<file path="config.mk">
export PLATFORM = sky130hd
export DESIGN_NAME = run_launcher_flat
export DESIGN_NICKNAME = d
export VERILOG_FILES = /design/src/rtl/run_pkg.sv /design/src/rtl/run_launcher_if.sv /design/src/rtl/sat_counter.sv /design/src/rtl/run_launcher.sv /design/src/flat_wrapper.sv
export SDC_FILE = /design/constraint.sdc
export NUM_CORES = 1
export LEC_CHECK = 0
export CORE_MARGIN = 2
export CORE_UTILIZATION = 57
export CTS_CLUSTER_SIZE = 40
export DETAILED_ROUTE_END_ITERATION = 10
export PLACE_DENSITY = 0.76
export SETUP_SLACK_MARGIN = 0.15
export SYNTH_ARGS = -nofsm -noshare
export SYNTH_HDL_FRONTEND = slang
export SYNTH_SLANG_ARGS = --single-unit
</file>
<file path="constraint.sdc">
create_clock -name clock -period 2.69 [get_ports clock]
set_input_delay 0.4035 -clock clock [delete_from_list [all_inputs] [get_ports clock]]
set_output_delay 0.4035 -clock clock [all_outputs]
set_load 0.05 [all_outputs]
</file>
<file path="src/rtl/run_pkg.sv">
// Shared types and default sizing for the run launcher and its counters.
package run_pkg;

    typedef enum logic [2:0] {
        S_IDLE = 3'd0,
        S_REQ  = 3'd1,
        S_WAIT = 3'd2,
        S_RUN  = 3'd3,
        S_DONE = 3'd4
    } run_state_e;

    localparam int CNT_W_DEF       = 32;
    localparam int REP_W_DEF       = 8;
    localparam int ACK_TIMEOUT_DEF = 16;

    // The ack counter must hold ACK_TIMEOUT itself, hence the extra bit.
    function automatic int ack_width(input int timeout);
        return $clog2(timeout) + 1;
    endfunction

endpackage

</file>
<file path="src/rtl/run_launcher_if.sv">
// Host/callee signal bundle of the run launcher; master is the launcher's view.
interface run_launcher_if #(
    parameter int CNT_W = 32,
    parameter int REP_W = 8
) ();
    logic             ce;
    logic             i_start;
    logic [REP_W-1:0] i_count;
    logic             o_ready;
    logic             o_busy;
    logic             o_done;
    logic [CNT_W-1:0] o_cycles;
    logic             o_timeout;
    logic             o_run_req;
    logic             i_run_busy;

    modport master (
        input  ce, i_start, i_count, i_run_busy,
        output o_ready, o_busy, o_done, o_cycles, o_timeout, o_run_req
    );

    modport slave (
        output ce, i_start, i_count, i_run_busy,
        input  o_ready, o_busy, o_done, o_cycles, o_timeout, o_run_req
    );
endinterface

</file>
<file path="src/rtl/sat_counter.sv">
// Up-counter with synchronous clear that sticks at all-ones instead of wrapping.
module sat_counter #(
    parameter int W = 32
) (
    input  logic         clock,
    input  logic         reset,
    input  logic         clr,
    input  logic         en,
    output logic [W-1:0] q_o,
    output logic [W-1:0] inc_o
);
    logic [W-1:0] cnt_q, cnt_d;

    // inc_o is the value the counter takes if enabled this edge.
    assign inc_o = (&cnt_q) ? cnt_q : cnt_q + 1'b1;
    assign q_o   = cnt_q;

    always_comb begin
        cnt_d = cnt_q;
        if (clr)
            cnt_d = '0;
        else if (en)
            cnt_d = inc_o;
    end

    always_ff @(posedge clock or posedge reset) begin
        if (reset)
            cnt_q <= '0;
        else
            cnt_q <= cnt_d;
    end
endmodule

</file>
<file path="src/rtl/run_launcher.sv">
// Issues a programmable number of back-to-back run_req/run_busy calls to a callee,
// timing the whole sequence and flagging callees that never acknowledge.
module run_launcher
    import run_pkg::*;
#(
    parameter int CNT_W       = CNT_W_DEF,
    parameter int REP_W       = REP_W_DEF,
    parameter int ACK_TIMEOUT = ACK_TIMEOUT_DEF
) (
    input logic           clock,
    input logic           reset,
    run_launcher_if.master bus
);
    localparam int              ACK_W    = ack_width(ACK_TIMEOUT);
    localparam bit              ACK_EN   = (ACK_TIMEOUT != 0);
    localparam logic [ACK_W-1:0] ACK_LAST = ACK_W'(ACK_TIMEOUT - 1);

    run_state_e       state_q, state_d;
    logic [REP_W-1:0] rep_q, rep_d;
    logic             timeout_q, timeout_d;
    logic [CNT_W-1:0] cycles_q, cycles_d;

    logic [CNT_W-1:0] cnt_q, cnt_inc;
    logic [ACK_W-1:0] ack_q, ack_inc_unused;
    logic             ready, accept;
    logic             cnt_clr, cnt_en, ack_clr, ack_en;

    assign ready  = (state_q == S_IDLE) && !bus.i_run_busy;
    assign accept = bus.ce && bus.i_start && ready;

    assign cnt_clr = accept;
    assign cnt_en  = bus.ce && (state_q == S_REQ || state_q == S_WAIT || state_q == S_RUN);
    assign ack_clr = bus.ce && (state_q == S_REQ);
    assign ack_en  = bus.ce && (state_q == S_WAIT) && !bus.i_run_busy;

    sat_counter #(.W(CNT_W)) u_cnt (
        .clock (clock),
        .reset (reset),
        .clr   (cnt_clr),
        .en    (cnt_en),
        .q_o   (cnt_q),
        .inc_o (cnt_inc)
    );

    sat_counter #(.W(ACK_W)) u_ack (
        .clock (clock),
        .reset (reset),
        .clr   (ack_clr),
        .en    (ack_en),
        .q_o   (ack_q),
        .inc_o (ack_inc_unused)
    );

    always_comb begin
        state_d   = state_q;
        rep_d     = rep_q;
        timeout_d = timeout_q;
        cycles_d  = cycles_q;
        if (bus.ce) begin
            case (state_q)
                S_IDLE: begin
                    if (accept) begin
                        rep_d     = (bus.i_count == '0) ? REP_W'(1) : bus.i_count;
                        timeout_d = 1'b0;
                        state_d   = S_REQ;
                    end
                end
                S_REQ:  state_d = S_WAIT;
                S_WAIT: begin
                    if (bus.i_run_busy) begin
                        state_d = S_RUN;
                    end else if (ACK_EN && ack_q == ACK_LAST) begin
                        // Callee never answered: abandon any remaining runs.
                        timeout_d = 1'b1;
                        state_d   = S_DONE;
                    end
                end
                S_RUN: begin
                    if (!bus.i_run_busy) begin
                        rep_d   = rep_q - 1'b1;
                        state_d = (rep_q == REP_W'(1)) ? S_DONE : S_REQ;
                    end
                end
                S_DONE:  state_d = S_IDLE;
                default: state_d = S_IDLE;
            endcase
            // Loaded with the post-edge count so o_cycles is valid alongside o_done.
            if (state_d == S_DONE && state_q != S_DONE)
                cycles_d = cnt_inc;
        end
    end

    always_ff @(posedge clock or posedge reset) begin
        if (reset) begin
            state_q   <= S_IDLE;
            rep_q     <= '0;
            timeout_q <= 1'b0;
            cycles_q  <= '0;
        end else begin
            state_q   <= state_d;
            rep_q     <= rep_d;
            timeout_q <= timeout_d;
            cycles_q  <= cycles_d;
        end
    end

    assign bus.o_ready   = ready;
    assign bus.o_busy    = (state_q != S_IDLE);
    assign bus.o_done    = (state_q == S_DONE);
    assign bus.o_run_req = (state_q == S_REQ);
    assign bus.o_cycles  = cycles_q;
    assign bus.o_timeout = timeout_q;
endmodule

</file>
<file path="src/flat_wrapper.sv">
// flat-port wrapper written by rule: the top's interface ports become plain ports
module run_launcher_flat import run_pkg::*;
#(
    parameter int CNT_W       = CNT_W_DEF,
    parameter int REP_W       = REP_W_DEF,
    parameter int ACK_TIMEOUT = ACK_TIMEOUT_DEF
)
  (clock, reset, bus_ce, bus_i_start, bus_i_count, bus_i_run_busy, bus_o_ready, bus_o_busy, bus_o_done, bus_o_cycles, bus_o_timeout, bus_o_run_req);
  run_launcher_if #(.CNT_W(CNT_W), .REP_W(REP_W)) bus_i ();
  input logic clock;
  input logic reset;
  input wire logic [$bits(bus_i.ce)-1:0] bus_ce;
  input wire logic [$bits(bus_i.i_start)-1:0] bus_i_start;
  input wire logic [$bits(bus_i.i_count)-1:0] bus_i_count;
  input wire logic [$bits(bus_i.i_run_busy)-1:0] bus_i_run_busy;
  output wire logic [$bits(bus_i.o_ready)-1:0] bus_o_ready;
  output wire logic [$bits(bus_i.o_busy)-1:0] bus_o_busy;
  output wire logic [$bits(bus_i.o_done)-1:0] bus_o_done;
  output wire logic [$bits(bus_i.o_cycles)-1:0] bus_o_cycles;
  output wire logic [$bits(bus_i.o_timeout)-1:0] bus_o_timeout;
  output wire logic [$bits(bus_i.o_run_req)-1:0] bus_o_run_req;
  assign bus_i.ce = bus_ce;
  assign bus_i.i_start = bus_i_start;
  assign bus_i.i_count = bus_i_count;
  assign bus_i.i_run_busy = bus_i_run_busy;
  assign bus_o_ready = bus_i.o_ready;
  assign bus_o_busy = bus_i.o_busy;
  assign bus_o_done = bus_i.o_done;
  assign bus_o_cycles = bus_i.o_cycles;
  assign bus_o_timeout = bus_i.o_timeout;
  assign bus_o_run_req = bus_i.o_run_req;
  run_launcher #(.CNT_W(CNT_W), .REP_W(REP_W), .ACK_TIMEOUT(ACK_TIMEOUT)) u_core (.clock(clock), .reset(reset), .bus(bus_i));
endmodule
</file>
==> results of run 1 <==
[cells in the mapped netlist, types with 4 or more instances]
cell type	count	share of area (%)
nor3_1	9	0.95
nand2_1	40	3.2
a22o_1	4	0.74
mux2i_1	4	0.84
nor4_1	8	1.1
nor2_1	63	5.0
inv_1	16	1.3
a31oi_1	20	2.6
or4_1	6	0.95
o211ai_1	6	0.95
a211o_1	5	0.92
ha_1	6	1.6
nor2b_1	4	0.53
o21ai_0	42	4.4
clkbuf_1	37	2.9
nand2b_1	7	0.92
or3_1	12	1.6
a21oi_1	46	4.8
nand3_1	22	2.3
dfrtp_1	81	43
xnor2_1	22	4.1
nand4_1	13	1.7
and4_1	4	0.74
a211oi_1	6	0.95
[critical path, delay by kind of cell, from the launching register on]
family	cells	cell delay, ps
buf+inv	1	300
compound gates	2	360
simple gates	3	1140
flops	1	530
[layer usage]
metal,vias up,GRT usage (%)
li1,2064,-
met1,2071,32.7
met2,112,46.5
met3,19,4.19
met4,0,10.9
met5,-,0
[final cells by class]
cell class,count,share of cell area (%)
sequential,81,36.2
timing repair buffer,68,11.9
clock buffer,11,2.52
tap,105,2.34
inverter,16,1.09
multi-input combinational,406,45.4
clock inverter,5,0.558
[kinds of logic (layout without fill, tap and decap cells)]
logic type	Yosys count	in the layout	share of synthesized area [%]
muxes	5	5	1.08
buffers and inverters	58	100	4.84
adders and majority gates	6	6	1.58
and+or+nand+nor	210	210	23.1
AOI/OAI and AO/OA	161	161	22.4
xor gates and xnor gates	24	24	4.42
DFF	81	81	42.6
[power groups by stage]
stage / combinational [mW] / clock [mW] / sequential, mW
2_1_floorplan: 0.956 / 0 / 2.60
3_3_place_gp: 2.42 / 0 / 1.90
3_5_place_dp: 2.48 / 0 / 1.92
4_1_cts: 2.48 / 0.821 / 1.90
5_1_grt: 2.69 / 0.874 / 1.97
6_report: 2.48 / 0.806 / 1.91
[flip-flops by register name (all words and copies together) (netlist names)]
register,flops
u_core.bus.o_cycles,32
u_core.bus.o_timeout,1
u_core.rep_q,8
u_core.state_q,3
u_core.u_ack.q_o,5
u_core.u_cnt.q_o,32
[how the worst max path moves through the flow]
stage | startpoint | to | cells after the start
detailed placement | bus_i_start | u_core.rep_q[7]$_DFFE_PP0P_ | 5
global route | u_core.u_cnt.q_o[17]$_DFFE_PP0P_ | u_core.u_cnt.q_o[21]$_DFFE_PP0P_ | 6
floorplan | reset | u_core.bus.o_cycles[0]$_DFFE_PP0P_ | 1
finish | u_core.u_cnt.q_o[17]$_DFFE_PP0P_ | u_core.u_cnt.q_o[21]$_DFFE_PP0P_ | 6
CTS | u_core.state_q[1]$_DFFE_PP0P_ | bus_o_run_req | 3
global placement | bus_i_start | u_core.rep_q[6]$_DFFE_PP0P_ | 5
==> summary.txt, run 1 <==
Run
  • Max-Cap Viols: 0

Cells and area
  • Fin util: between 60% and 70%
  • Reg area: 2030 um2
  • Finished Cell Area: 5600 um2
  • Most frequent cells in the layout: 81 x dfrtp_1, 62 x nor2_1, 47 x clkdlybuf4s50_1
  • Area growth, synth to finish: 17.8%
  • Number of fill cells in the layout: about 640
  • Final cell count without fillers: between 600 and 700
  • Final nets: between 600 and 700
  • Share of cells above drive strength 1: under 10%
  • Most common cell after layout, fill and taps aside: dfrtp_1
  • Ant. Diodes: 0
  • Area of the multi-input gates: between 2000 and 3000 um2

Status
  • Status: finished clean

Detailed routing
  • Met2 Wirelength: roughly 5700 um
  • Vias per std cell: about 6
  • DRC viols: 0
  • DR vias: 4266
  • Antenna Nets Post-Route: 0
  • Highest Signal Layer: met4
  • WL per Instance: 16.1 um
  • DRT met1 WL: 4800 um
  • WL met3: 490 um
  • Final wirelength: 11200 um
  • Number of DRC markers in iteration 0: about 300
  • DR pass1 iterations: 5

Timing
  • RSZ-0062 raised after global routing: true
  • Final setup vio count: 0
  • Max Slew Vio Count: 0
  • Minimum clock period: about 2400 ps
  • Worst hold slack: around 430 ps
  • Layout Skew: about 8.9 ps
  • Slew HR: approximately 30%
  • Top achievable clock speed: 409 MHz
  • Worst slew pin tran: around 1000 ps
  • Setup TNS: 0 ps
  • Final Hold Violating Endpoints: 0
  • Final worst slack: 247 ps
  • Tcrit/Tclk final: about nine tenths

Power and ir drop
  • Pleak: 2.22 nW
  • Sequential Power Share: between 30% and 40%
  • Comb pwr share: between 40% and 50%
  • Worst vdd ir: just under 0.7 mV
  • Psw: approximately 2.4 mW
  • P per Cell Area: between 900 and 1000 nW/um2
  • Clk pwr share: between 10% and 20%
  • Internal: about 2.8 mW
  • Overall Power: roughly 5.2 mW
  • Sw Share: between 40% and 50%

Setup path
  • Critical path cell sequence: nand4_1 > nor4_2 > buf_4 > a211oi_1 > nor3b_1 > a211o_1
  • R2R Path Start: u_core.u_cnt.q_o[17]$_DFFE_PP0P_
  • CP arrival: 2690 ps
  • Crit path required time: about 2900 ps
  • Worst setup SP type: register
  • Kind of critical path: reg -> reg
  • RR Endpoint: u_core.u_cnt.q_o[21]$_DFFE_PP0P_
  • CP max stage delay: 670 ps
  • Crit-path slowest cell: nor4_2
  • R2R Setup Slk: ~250 ps
  • Crit-path max FO: 9
  • Crit end category: register
  • Cell count of the worst reg-to-reg path: 6

Logic synthesis
  • Post-synth EDFFs: 0
  • Syn nets: approximately 560
  • Number of synthesized register bits: 81
  • Synthesized area: about 4800 um2
  • Most used DFF post-synth: dfrtp_1
  • Synth Area per Inst: approximately 8.7 um2
  • Register area share after synthesis: roughly 43%
  • Syn Inst Count: around 550
  • Syn. warnings: 0
  • Post-synthesis async set-or-reset flop share: 100%
  • Synth unique cells: between 60 and 70

Placement
  • Placed Cells: 676
  • Port Buffer Count: 49
  • Placed inst area: around 5400 um2
  • Final GP Congestion: ~0.89
  • Pre-CTS setup slack: between 150 and 200 ps
  • Post-DP HPWL: about 7800 um

CTS
  • Clock Path Buffers: 2
  • Setup bufs post-CTS: 0
  • Insertion delay to the later sink of the worst-skew pair: around 360 ps
  • Clock slew seen by the registers of the worst setup and hold paths: approximately 80 ps
  • Clock buffer count from CTS: 9
  • Post_cts resized: 2
  • CTS tree: done
  • H-tree depth: 3
  • CTS sink count: 81
  • # hold bufs at CTS: 0
  • Root Buffer: clkbuf_8

Floorplanning
  • Die area: 9090 um2
  • Chip width: around 95 um
  • Io pins: 50
  • Core area: slightly above 8000 um2
  • Initial core utilization: between 50% and 60%
  • Die span in y: between 90 and 100 um
  • Number of core rows: 33

GRT
  • Initial antenna violation count: 0
  • Vias in the first global route: slightly above 4k
  • GRT Overall Usage: 26.6%
  • First-pass GRT wire length: roughly 19000 um
  • Largest net degree at the start of global routing: 82
  • GR Overflow Total: 0

Hold path
  • Hold Path Class: in -> async
No activity file was read; power rests on OpenSTA's default activity.
==> inputs of run 2 (changes only) <==
--- a/config.mk
+++ b/config.mk
@@ -7,6 +7,7 @@
 export LEC_CHECK = 0
 export CORE_MARGIN = 2
 export CORE_UTILIZATION = 57
+export CTS_BUF_LIST = sky130_fd_sc_hd__clkbuf_8
 export CTS_CLUSTER_SIZE = 40
 export DETAILED_ROUTE_END_ITERATION = 10
 export PLACE_DENSITY = 0.76
==> summary.txt, run 2 (synthesis results as in run 1) <==
Timing
  • Worst slew pin tran: 1040 ps (+1.87 ps)
  • Worst hold slack: 436 ps (+2.29 ps)
  • Final Hold Violating Endpoints: 0 (unchanged)
  • Slew HR: 30.0% (-0.13 points)
  • Tcrit/Tclk final: 90.8% (about the same)
  • Final setup vio count: 0 (unchanged)
  • Layout Skew: 8.81 ps (-0.100 ps)
  • Minimum clock period: 2440 ps (+1.00 ps)
  • Top achievable clock speed: 409 MHz (about the same)
  • RSZ-0062 raised after global routing: true
  • Max Slew Vio Count: 0 (unchanged)
  • Setup TNS: 0 ps (unchanged)

GRT
  • First-pass GRT wire length: 18900 um (unchanged)
  • Vias in the first global route: 4123 (unchanged)
  • Largest net degree at the start of global routing: 82 (unchanged)
  • GR Overflow Total: 0 (unchanged)
  • Initial antenna violation count: 0 (unchanged)
  • GRT Overall Usage: 26.6% (unchanged)

Setup path
  • Worst setup SP type: register
  • CP arrival: 2690 ps (about the same)
  • Worst setup endpoint: u_core.u_cnt.q_o[21]$_DFFE_PP0P_
  • Crit path depth: 6 (unchanged)
  • Kind of critical path: reg -> reg
  • RR Endpoint: u_core.u_cnt.q_o[21]$_DFFE_PP0P_
  • Crit-path slowest cell: nor4_2
  • R2R Path Start: u_core.u_cnt.q_o[17]$_DFFE_PP0P_
  • Critical path cell sequence: nand4_1 > nor4_2 > buf_4 > a211oi_1 > nor3b_1 > a211o_1
  • Crit end category: register
  • Cell count of the worst reg-to-reg path: 6 (unchanged)
  • Crit path required time: 2940 ps (about the same)
  • CP delay by family, top: simple AND/OR/NAND/NOR gates
  • Crit path buf inv count: 1 (unchanged)
  • R2R Setup Slk: 250 ps (about the same)
  • Crit-path max FO: 9 (unchanged)
  • Crit path from: u_core.u_cnt.q_o[17]$_DFFE_PP0P_
  • CP max stage delay: 680 ps (about the same)

Cells and area
  • Final nets: 601 (unchanged)
  • Share of cells above drive strength 1: 9.71% (unchanged)
  • Most frequent cells in the layout: 81 x dfrtp_1, 62 x nor2_1, 47 x clkdlybuf4s50_1
  • Most common cell after layout, fill and taps aside: dfrtp_1
  • Ant. Diodes: 0 (unchanged)
  • Number of fill cells in the layout: 643 (unchanged)
  • Area growth, synth to finish: 17.8% (unchanged)
  • Fin util: 68.9% (unchanged)

CTS
  • CTS sink count: 81 (unchanged)
  • Insertion delay to the later sink of the worst-skew pair: 360 ps (about the same)
  • Clock slew seen by the registers of the worst setup and hold paths: 80 ps (about the same)
  • # hold bufs at CTS: 0 (unchanged)
  • Clock Path Buffers: 2 (unchanged)
  • Root Buffer: clkbuf_8
  • Setup bufs post-CTS: 0 (unchanged)
  • CTS tree: done
  • Post_cts resized: 2 (unchanged)
  • H-tree depth: 3 (unchanged)
  • Clock buffer count from CTS: 9 (unchanged)

Detailed routing
  • Number of DRC markers in iteration 0: 304 (unchanged)
  • Antenna Nets Post-Route: 0 (unchanged)
  • DR pass1 iterations: 5 (unchanged)
  • DRC viols: 0 (unchanged)
  • Vias per std cell: 6.17 (about the same)
  • WL per Instance: 16.1 um (-0.13%)
  • Final wirelength: 11100 um (-0.13%)
  • DR vias: 4267 (+0.023%)

Floorplanning
  • Die span in y: 95.4 um (unchanged)
  • Core area: 8130 um2 (unchanged)
  • Number of core rows: 33 (unchanged)
  • Chip width: 95.4 um (unchanged)
  • Die area: 9090 um2 (unchanged)
  • Initial core utilization: 58.5% (unchanged)
  • Io pins: 50 (unchanged)

Power and ir drop
  • Pleak: 2.22 nW (+0.19%)
  • Worst vdd ir: 0.695 mV (+0.13%)
  • P per Cell Area: 926 nW/um2 (-0.11%)

Placement
  • Post-DP HPWL: 7800 um (unchanged)
  • Port Buffer Count: 49 (unchanged)
  • Final GP Congestion: 0.892 (unchanged)

Hold path
  • Hold Path Class: in -> async

Run
  • Max-Cap Viols: 0 (unchanged)

Status
  • Status: finished clean
[run 2: changes by cell type in the layout (fill, tap and decap cells not counted)]
cell,previous run,this run
clkbuf_1,1,0
inv_1,15,16
[run 2: power breakdown]
group	internal, mW	leakage, nW	switching (mW)
sequential	1.57	1.07	0.346
combinational	0.857	1.06	1.62
clock	0.354	0.0932	0.447
[run 2: per-stage QoR]
step / cells / power, mW / setup WS (ps) / area, um2
4_1_cts: 692 / 5.20 / 246 / 5580
6_report: 692 / 5.19 / 246 / 5600
3_3_place_gp: 676 / 4.33 / 288 / 5410
5_1_grt: 692 / 5.53 / 105 / 5600
3_5_place_dp: 676 / 4.40 / 182 / 5410
2_1_floorplan: 545 / 3.56 / 206 / 4760
[run 2: layout make-up]
cell class | count | area [um2] | area share [%]
clock inverters | 6 | 35.0 | 0.625
repair buffers | 68 | 668 | 11.9
multi-input cells | 406 | 2540 | 45.4
well taps | 105 | 131 | 2.34
clock buffers | 10 | 138 | 2.46
flip-flops and latches | 81 | 2030 | 36.2
inverters | 16 | 61.3 | 1.09
[run 2: how the worst min path moves through the flow]
stage,from,to,slack (ps),cells after the start
after CTS,reset,u_core.bus.o_cycles[15]$_DFFE_PP0P_,470,3
after global placement,u_core.bus.o_cycles[12]$_DFFE_PP0P_,u_core.bus.o_cycles[12]$_DFFE_PP0P_,490,1
after floorplan,u_core.u_ack.q_o[0]$_DFFE_PP0P_,u_core.u_ack.q_o[0]$_DFFE_PP0P_,490,1
after detailed placement,u_core.bus.o_cycles[20]$_DFFE_PP0P_,u_core.bus.o_cycles[20]$_DFFE_PP0P_,510,1
final,reset,u_core.bus.o_cycles[15]$_DFFE_PP0P_,440,3
after global routing,reset,u_core.bus.o_cycles[15]$_DFFE_PP0P_,520,3
[run 2: per-layer routing]
metal / vias to the layer above / routed length [um] / GRT usage, %
li1: 2064 / - / -
met1: 2067 / 4820 / 32.7
met2: 117 / 5640 / 46.5
met3: 19 / 499 / 4.19
met4: 0 / 190 / 10.9
met5: - / 0 / 0
[run 2: worst min-delay path: cells and delay by family]
family | cells | cell delay (ps)
buffers and inverters | 3 | 810
==> inputs of run 3 (changes only) <==
--- a/config.mk
+++ b/config.mk
@@ -12,6 +12,7 @@
 export DETAILED_ROUTE_END_ITERATION = 10
 export PLACE_DENSITY = 0.76
 export SETUP_SLACK_MARGIN = 0.15
+export SKIP_CTS_REPAIR_TIMING = 1
 export SYNTH_ARGS = -nofsm -noshare
 export SYNTH_HDL_FRONTEND = slang
 export SYNTH_SLANG_ARGS = --single-unit
==> summary.txt, run 3 (synthesis results as in run 1) <==
Detailed routing
  • DR vias: 4271 (+0.094%)
  • DR pass1 iterations: 5 (unchanged)
  • Antenna Nets Post-Route: 0 (unchanged)
  • DRC viols: 0 (unchanged)
  • WL per Instance: 16.1 um (about the same)
  • Number of DRC markers in iteration 0: 279 (-8.2%)
  • Final wirelength: 11200 um (about the same)
  • Vias per std cell: 6.17 (about the same)

Hold path
  • Hold Path Class: in -> async

Cells and area
  • Area of the multi-input gates: 2540 um2 (unchanged)
  • Most frequent cells in the layout: 81 x dfrtp_1, 62 x nor2_1, 47 x clkdlybuf4s50_1
  • Share of cells above drive strength 1: 9.71% (unchanged)
  • Ant. Diodes: 0 (unchanged)
  • Most common cell after layout, fill and taps aside: dfrtp_1
  • Reg area: 2030 um2 (unchanged)
  • Finished Cell Area: 5610 um2 (+0.13%)
  • Area growth, synth to finish: 17.9%
  • Number of fill cells in the layout: 639 (-0.62%)
  • Fin util: 69.0% (+0.092 points)
  • Final nets: 601 (unchanged)

Status
  • Status: finished clean

Placement
  • Final GP Congestion: 0.892 (unchanged)
  • Pre-CTS setup slack: 182 ps (unchanged)
  • Port Buffer Count: 49 (unchanged)
  • Post-DP HPWL: 7800 um (unchanged)
  • Placed inst area: 5410 um2 (unchanged)

GRT
  • Largest net degree at the start of global routing: 82 (unchanged)
  • Initial antenna violation count: 0 (unchanged)
  • First-pass GRT wire length: 18900 um (unchanged)
  • Vias in the first global route: 4123 (unchanged)
  • GR Overflow Total: 0 (unchanged)
  • GRT Overall Usage: 26.6% (unchanged)

Timing
  • Minimum clock period: 2430 ps (-9.02 ps)
  • Max Slew Vio Count: 0 (unchanged)
  • Slew HR: 29.8% (-0.28 points)
  • Tcrit/Tclk final: 90.5% (-0.34 points)
  • Final worst slack: 256 ps (+9.02 ps)
  • Final setup vio count: 0 (unchanged)
  • Worst slew pin tran: 1050 ps (+4.18 ps)
  • Layout Skew: 10.1 ps (+1.27 ps)
  • Setup TNS: 0 ps (unchanged)
  • Final Hold Violating Endpoints: 0 (unchanged)
  • RSZ-0062 raised after global routing: true
  • Top achievable clock speed: 411 MHz (+0.37%)

Setup path
  • Crit end category: register
  • Crit-path max FO: 9 (unchanged)
  • Kind of critical path: reg -> reg
  • Crit-path slowest cell: nor4_2
  • Crit path required time: 2940 ps (about the same)
  • Critical path cell sequence: nand4_1 > nor4_2 > buf_4 > a211oi_1 > nor3b_1 > a211o_1
  • CP max stage delay: 680 ps (about the same)
  • Worst setup SP type: register
  • CP arrival: 2680 ps (about the same)

Floorplanning
  • Initial core utilization: 58.5% (unchanged)
  • Core area: 8130 um2 (unchanged)
  • Die area: 9090 um2 (unchanged)
  • Number of core rows: 33 (unchanged)
  • Die span in y: 95.4 um (unchanged)
  • Io pins: 50 (unchanged)
  • Chip width: 95.4 um (unchanged)

Power and ir drop
  • Sequential Power Share: 36.8% (about the same)
  • Sw Share: 46.4% (about the same)
  • Psw: 2.41 mW (about the same)
  • P per Cell Area: 925 nW/um2 (about the same)
  • Worst vdd ir: 0.690 mV (-0.81%)
  • Internal: 2.78 mW (+0.11%)
  • Pleak: 2.25 nW (+1.2%)
  • Clk pwr share: 15.5% (about the same)
  • Comb pwr share: 47.7% (about the same)

Run
  • Max-Cap Viols: 0 (unchanged)

CTS
  • Insertion delay to the later sink of the worst-skew pair: 360 ps (about the same)
  • H-tree depth: 3 (unchanged)
  • Root Buffer: clkbuf_8
  • Clock buffer count from CTS: 9 (unchanged)
  • Clock Path Buffers: 2 (unchanged)
  • CTS sink count: 81 (unchanged)
  • Clock slew seen by the registers of the worst setup and hold paths: 80 ps (about the same)
  • CTS tree: done
[run 3: layout make-up]
class / count / area share [%]
Clock buffer: 10 / 2.45
Clock inverter: 6 / 0.624
Inverter: 16 / 1.09
Multi-Input combinational cell: 406 / 45.3
Sequential cell: 81 / 36.1
Tap cell: 105 / 2.34
Timing Repair Buffer: 68 / 12.0
[run 3: worst max-delay path: cells and delay by family (launching register included)]
| kind | cells | cell delay [ps] |
|---|---|---|
| buffers and inverters | 1 | 300 |
| AO/OA/AOI/OAI | 2 | 360 |
| flip-flops | 1 | 510 |
| AND/OR/NAND/NOR | 3 | 1140 |
[run 3: worst paths after layout]
kind / from / endpoint / slack [ps] / cells after the start
max reg2reg: u_core.u_cnt.q_o[17]$_DFFE_PP0P_ / u_core.u_cnt.q_o[21]$_DFFE_PP0P_ / 260 / 6
max: u_core.u_cnt.q_o[17]$_DFFE_PP0P_ / u_core.u_cnt.q_o[21]$_DFFE_PP0P_ / 260 / 6
min: reset / u_core.bus.o_cycles[15]$_DFFE_PP0P_ / 440 / 3
min reg2reg: u_core.u_ack.q_o[0]$_DFFE_PP0P_ / u_core.u_ack.q_o[0]$_DFFE_PP0P_ / 530 / 1
max in group asynchronous: reset / u_core.bus.o_cycles[1]$_DFFE_PP0P_ / 1910 / 3
min in group clock: u_core.u_ack.q_o[0]$_DFFE_PP0P_ / u_core.u_ack.q_o[0]$_DFFE_PP0P_ / 530 / 1
[run 3: layer usage]
metal | up-vias | track usage, % | part of all wire, %
li1 | 2064 | - | -
met1 | 2075 | 32.7 | 43
met2 | 115 | 46.5 | 51
met3 | 17 | 4.19 | 4.7
met4 | 0 | 10.9 | 1.6
met5 | - | 0 | 0
[run 3: power by group through the flow]
stage / registers (mW) / clock network [mW] / logic, mW
after floorplan: 2.60 / 0 / 0.956
after global placement: 1.90 / 0 / 2.42
after detailed placement: 1.92 / 0 / 2.48
after CTS: 1.90 / 0.817 / 2.48
after global routing: 1.97 / 0.870 / 2.69
final: 1.91 / 0.804 / 2.47
[run 3: metrics by stage]
step / cells / hold WS (ps) / total power [mW]
finish: 692 / 437 / 5.19
global route: 692 / 517 / 5.53
CTS: 692 / 469 / 5.20
detailed placement: 676 / 510 / 4.40
global placement: 676 / 493 / 4.33
floorplan: 545 / 490 / 3.56
